$ cat config.mk
export PLATFORM = sky130hd
export DESIGN_NAME = xt_feed_ctl
export DESIGN_NICKNAME = d
export VERILOG_FILES = /design/src/rtl/xt_feed_ctl.sv
export SDC_FILE = /design/constraint.sdc
export NUM_CORES = 1
export LEC_CHECK = 0
export CAP_MARGIN = 5
export CORE_ASPECT_RATIO = 0.9
export CORE_UTILIZATION = 39
export DETAILED_ROUTE_END_ITERATION = 8
export PLACE_DENSITY = 0.65
export SLEW_MARGIN = 20
export SYNTH_ARGS = -nofsm -noshare
export SYNTH_HDL_FRONTEND = slang
export SYNTH_SLANG_ARGS = --single-unit
$ cat constraint.sdc
create_clock -name iw_clk -period 6.5 [get_ports iw_clk]
set_input_delay 1.3 -clock iw_clk [delete_from_list [all_inputs] [get_ports iw_clk]]
set_output_delay 1.3 -clock iw_clk [all_outputs]
set_load 0.02 [all_outputs]
$ cat src/rtl/xt_feed_ctl.sv
// rtl/xt_feed_ctl.sv - instruction queue feeding stg_xt with per-instruction uop expansion
`ifndef HBIT_ADDR
`define HBIT_ADDR 15
`endif
`ifndef HBIT_DATA
`define HBIT_DATA 31
`endif
`ifndef OPC_NOP
`define OPC_NOP 16'h0013
`endif

module xt_feed_ctl #(
    parameter int DEPTH = 2
) (
    input  logic                 iw_clk,
    input  logic                 iw_rst,
    input  logic                 iw_flush,
    input  logic                 iw_if_valid,
    input  logic [`HBIT_ADDR:0]  iw_if_pc,
    input  logic [`HBIT_DATA:0]  iw_if_instr,
    input  logic [2:0]           iw_if_len,
    output logic                 ow_if_ready,
    input  logic                 iw_xt_stall,
    output logic                 ow_xt_valid,
    output logic [`HBIT_ADDR:0]  ow_xt_pc,
    output logic [`HBIT_DATA:0]  ow_xt_instr,
    output logic [1:0]           ow_xt_idx,
    output logic                 ow_xt_last,
    output logic                 ow_busy
);

    localparam int AW = $clog2(DEPTH);
    localparam int CW = AW + 1;

    typedef enum logic {ST_IDLE, ST_EMIT} state_t;

    state_t                state_q, state_d;
    logic [CW-1:0]         count_q, count_d;
    logic [AW-1:0]         head_q, head_d;
    logic [AW-1:0]         tail_q, tail_d;
    logic [1:0]            idx_q, idx_d;
    logic [`HBIT_ADDR:0]   pc_q [DEPTH];
    logic [`HBIT_ADDR:0]   pc_d [DEPTH];
    logic [`HBIT_DATA:0]   instr_q [DEPTH];
    logic [`HBIT_DATA:0]   instr_d [DEPTH];
    // Lengths are kept as (len-1) so a 2-bit field covers 1..4 uops.
    logic [1:0]            lenm1_q [DEPTH];
    logic [1:0]            lenm1_d [DEPTH];

    logic [1:0]            if_lenm1;
    logic                  push;
    logic                  pop;
    logic                  at_last;

    always_comb begin
        case (iw_if_len)
            3'd0, 3'd1: if_lenm1 = 2'd0;
            3'd2:       if_lenm1 = 2'd1;
            3'd3:       if_lenm1 = 2'd2;
            default:    if_lenm1 = 2'd3;
        endcase
    end

    assign ow_if_ready = (count_q < CW'(DEPTH)) && !iw_rst && !iw_flush;
    assign push        = iw_if_valid && ow_if_ready;
    assign at_last     = (state_q == ST_EMIT) && (idx_q == lenm1_q[head_q]);
    assign pop         = at_last && !iw_xt_stall;

    always_comb begin
        state_d = state_q;
        count_d = count_q;
        head_d  = head_q;
        tail_d  = tail_q;
        idx_d   = idx_q;
        pc_d    = pc_q;
        instr_d = instr_q;
        lenm1_d = lenm1_q;

        if (iw_flush) begin
            count_d = '0;
            head_d  = '0;
            tail_d  = '0;
            idx_d   = '0;
        end else begin
            if (push) begin
                pc_d[tail_q]    = iw_if_pc;
                instr_d[tail_q] = iw_if_instr;
                lenm1_d[tail_q] = if_lenm1;
                tail_d          = tail_q + AW'(1);
            end
            if ((state_q == ST_EMIT) && !iw_xt_stall) begin
                if (at_last) begin
                    head_d = head_q + AW'(1);
                    idx_d  = 2'd0;
                end else begin
                    idx_d  = idx_q + 2'd1;
                end
            end
            case ({push, pop})
                2'b10:   count_d = count_q + CW'(1);
                2'b01:   count_d = count_q - CW'(1);
                default: count_d = count_q;
            endcase
        end

        state_d = (count_d != '0) ? ST_EMIT : ST_IDLE;
    end

    always_ff @(posedge iw_clk) begin
        if (iw_rst) begin
            state_q <= ST_IDLE;
            count_q <= '0;
            head_q  <= '0;
            tail_q  <= '0;
            idx_q   <= '0;
            for (int i = 0; i < DEPTH; i++) begin
                pc_q[i]    <= '0;
                instr_q[i] <= '0;
                lenm1_q[i] <= '0;
            end
        end else begin
            state_q <= state_d;
            count_q <= count_d;
            head_q  <= head_d;
            tail_q  <= tail_d;
            idx_q   <= idx_d;
            pc_q    <= pc_d;
            instr_q <= instr_d;
            lenm1_q <= lenm1_d;
        end
    end

    assign ow_xt_valid = (count_q != '0);
    assign ow_busy     = ow_xt_valid;
    assign ow_xt_pc    = ow_xt_valid ? pc_q[head_q] : '0;
    assign ow_xt_instr = ow_xt_valid ? instr_q[head_q] : {`OPC_NOP, 16'b0};
    assign ow_xt_idx   = ow_xt_valid ? idx_q : 2'd0;
    assign ow_xt_last  = ow_xt_valid && (idx_q == lenm1_q[head_q]);

endmodule

==> results.md <==
* Final net count at about 730
* Clk sink count at about 110
* Boundary pin count at 110
* Cells after Synth at around 600
* Core ar. at about 0.011 mm2
* Crit end category: primary output
* Worst Max-Slew Pin Slew at around 1.1 ns
* Root Buffer Master: clkbuf_16
* Global-route wire length before repair at between 15000 and 20000 um
* Worst slew margin at 0.284
* Async SR Flop Fraction at 0
* Iter 0 DRT Violations at approximately 270
* Clk buf depth at 2
* Post-CTS resize count at 0
* Worst Path Arrival at roughly 3 ns
* Final core utilization at 0.525
* Hold Crit Start: pc_q[22]
* Finish-stage setup viols at 0
* Seq pwr share at 0.510
* Number of buffers added on ports at roughly 110
* Period utilization at 0.664
* Leak at between 0.0015 and 0.002 uW
* Number of buffers created by CTS at 9
* Status: completed
* Total power at ~1300 uW
* Total Wirelength at 11600 um
* DIE AREA at about 0.012 mm2
* FF-to-FF Start: head_q
* Setup crit start kind: input pin
* WS Path Type: in2out
* Setup Buffers After CTS at 0
* Peak supply drop at 145 uV
* Cell Area, Placed at roughly 0.0057 mm2
* Hold_buf cts at 0
* PwrDens at between 200 and 250 mW/mm2
* Reg clk slew, reported paths at 0.07 ns
* Global Route Usage Sum at 0.195
* CP max FO at 104
* Fin. Hold Viols at 0
* Via density at between 5 and 6
* Setup WS pre-CTS at approximately 2.2 ns
* Register area share after synthesis at 0.470
* Skew-Pair Late Insertion Delay at approximately 0.33 ns
* Power share of the clock group at 0.410
* Yosys reg bits at approximately 110
* Internal cell power at roughly 1000 uW
* Layout cell share with drive strength beyond 1 at 0.0400
* Congestion Overflow GR at 0
* Hold Path Class: reg2reg
* P_sw at 304 uW
* Critical Path Start: iw_rst
* TritonCTS clock tree: built
* Clk_skew at 0.00991 ns
* Unrepaired setup endpoints after global routing: no
* Vias in the first global route at ~4100
* Logic gate share of total power at 0.080
* Antenna violations before repair at 0
* FMAX at around 230 MHz
* Post-synth EDFFs at 0
* Worst EP required at 5.20 ns
* Max-Cap Viols at 0
* Routed Antenna Nets at 0
* Height of the die at between 100 and 150 um
* Switching Fraction at 0.229
* Mapped Nets at 650
* Post-route minimum period at roughly 4.3 ns
* H-tree depth at 3
* Yosys warns at 0
* Final instance area at 0.00598 mm2
* Antenna Diode Count at 0
* Starting density of the core at 0.400
* Final setup margin at roughly 2.2 ns
* Pre-antenna DRT Iters at 4
* Growth of design area from synthesis to finish at 31.3%
* GP Congestion at around 0.75
* DRC violations left at 0
* Via count at 4171
* HPWL Detailed at 7170 um
* DR WL/cell at ~14 um
* FP Rows at 37
* Synth Flop Type: dfxtp_1
* Width of the die at ~120 um
* Synth cell types at 30
* TNS Setup at 0 ns
* Netlist Area Pre-Place at 0.00456 mm2
* Number of max-slew violations in the final report at 0
* Largest net degree at the start of global routing at 105
* Synth Area per Inst at approximately 7.7 um2
-- worst paths after layout --
path	to	slack, ns	cells past startpoint
worst min-delay path	pc_q[22]	0.45	2
worst min register to register	pc_q[22]	0.45	2
worst max register to register	state_q	3.59	8
worst max-delay path	ow_if_ready	2.19	4
-- placed cells by master, fill, tap and decap left out --
cell type | synthesis | final
a211oi_1 | 4 | 4
a21oi_1 | 101 | 101
a311oi_1 | 2 | 2
a31oi_1 | 1 | 1
and2_1 | 2 | 2
and3_2 | 0 | 1
buf_4 | 2 | 3
bufinv_16 | 0 | 1
clkbuf_1 | 31 | 1
clkbuf_16 | 0 | 9
clkdlybuf4s50_1 | 0 | 108
clkinv_4 | 0 | 1
clkinvlp_4 | 0 | 2
dfxtp_1 | 107 | 106
dfxtp_4 | 0 | 1
ha_1 | 1 | 1
inv_1 | 3 | 3
inv_6 | 0 | 2
mux2_2 | 1 | 1
mux2i_1 | 50 | 50
nand2_1 | 198 | 198
nand2b_1 | 1 | 1
nand3_4 | 0 | 1
nor2_1 | 55 | 54
nor2_4 | 0 | 2
nor2b_1 | 4 | 4
nor3_1 | 3 | 3
o21ai_0 | 2 | 2
o21bai_1 | 1 | 1
or2_2 | 1 | 2
or3_1 | 2 | 2
or4b_4 | 1 | 1
xnor2_1 | 3 | 3
xor2_1 | 1 | 1
-- power by group through the flow --
stage	Combinational, uW	Clock, uW	Sequential [uW]
6_report	106	543	676
3_5_place_dp	106	0	692
3_3_place_gp	104	0	691
5_1_grt	117	582	678
4_1_cts	107	557	676
2_1_floorplan	53.0	0	689
-- routing by layer --
layer / GRT usage / part of all wire / wire length [um] / vias to the layer above
met2: 0.359 / 0.52 / 6030 / 87
li1: - / - / - / 2081
met5: 0 / 0 / 0 / -
met4: 0.0614 / 0.018 / 214 / 0
met3: 0.0307 / 0.034 / 399 / 16
met1: 0.228 / 0.43 / 4980 / 1987
-- flip-flops by register name, summed over array words and instances (netlist names) --
register	count
tail_q	1
state_q	1
instr_q	64
lenm1_q	4
idx_q	2
pc_q	32
head_q	1
count_q	2
-- final cells by class --
class | count | area [um2]
clock buffer | 10 | 229
clock inverter | 6 | 71.3
fill | 1077 | 5410
inverter | 3 | 11.3
multi-input combinational | 438 | 2230
sequential | 107 | 2150
tap | 156 | 195
timing repair buffer | 111 | 1100
-- cells by family after synthesis --
logic type,synth area share
mux,0.112
flops,0.470
compound gates,0.127
buf+inv,0.0472
fa+ha+maj,0.00274
xor+xnor,0.00769
simple gates,0.234
-- Yosys cell counts (2+ instances only) --
cell | count | area (um2)
mux2i_1 | 50 | 500
clkbuf_1 | 31 | 116
nor3_1 | 3 | 15.0
o21ai_0 | 2 | 10.0
nand2_1 | 198 | 743
a311oi_1 | 2 | 17.5
nor2_1 | 55 | 206
xnor2_1 | 3 | 26.3
inv_1 | 3 | 11.3
or3_1 | 2 | 12.5
buf_4 | 2 | 15.0
and2_1 | 2 | 12.5
a211oi_1 | 4 | 30.0
a21oi_1 | 101 | 505
buf_2 | 10 | 50.1
dfxtp_1 | 107 | 2140
buf_6 | 2 | 22.5
nor2b_1 | 4 | 25.0
-- critical path, stage by stage --
cell	delay, ns
buf_4	0.77
or2_2	0.34
nor2_1	0.06
clkdlybuf4s50_1	0.54
-- stage by stage --
stage	cells	hold WS, ns
after floorplan	593	0.436
final	831	0.453
after global placement	815	0.441
after global routing	831	0.472
after detailed placement	815	0.446
after CTS	831	0.456
Power figures use the tool's default switching activity.
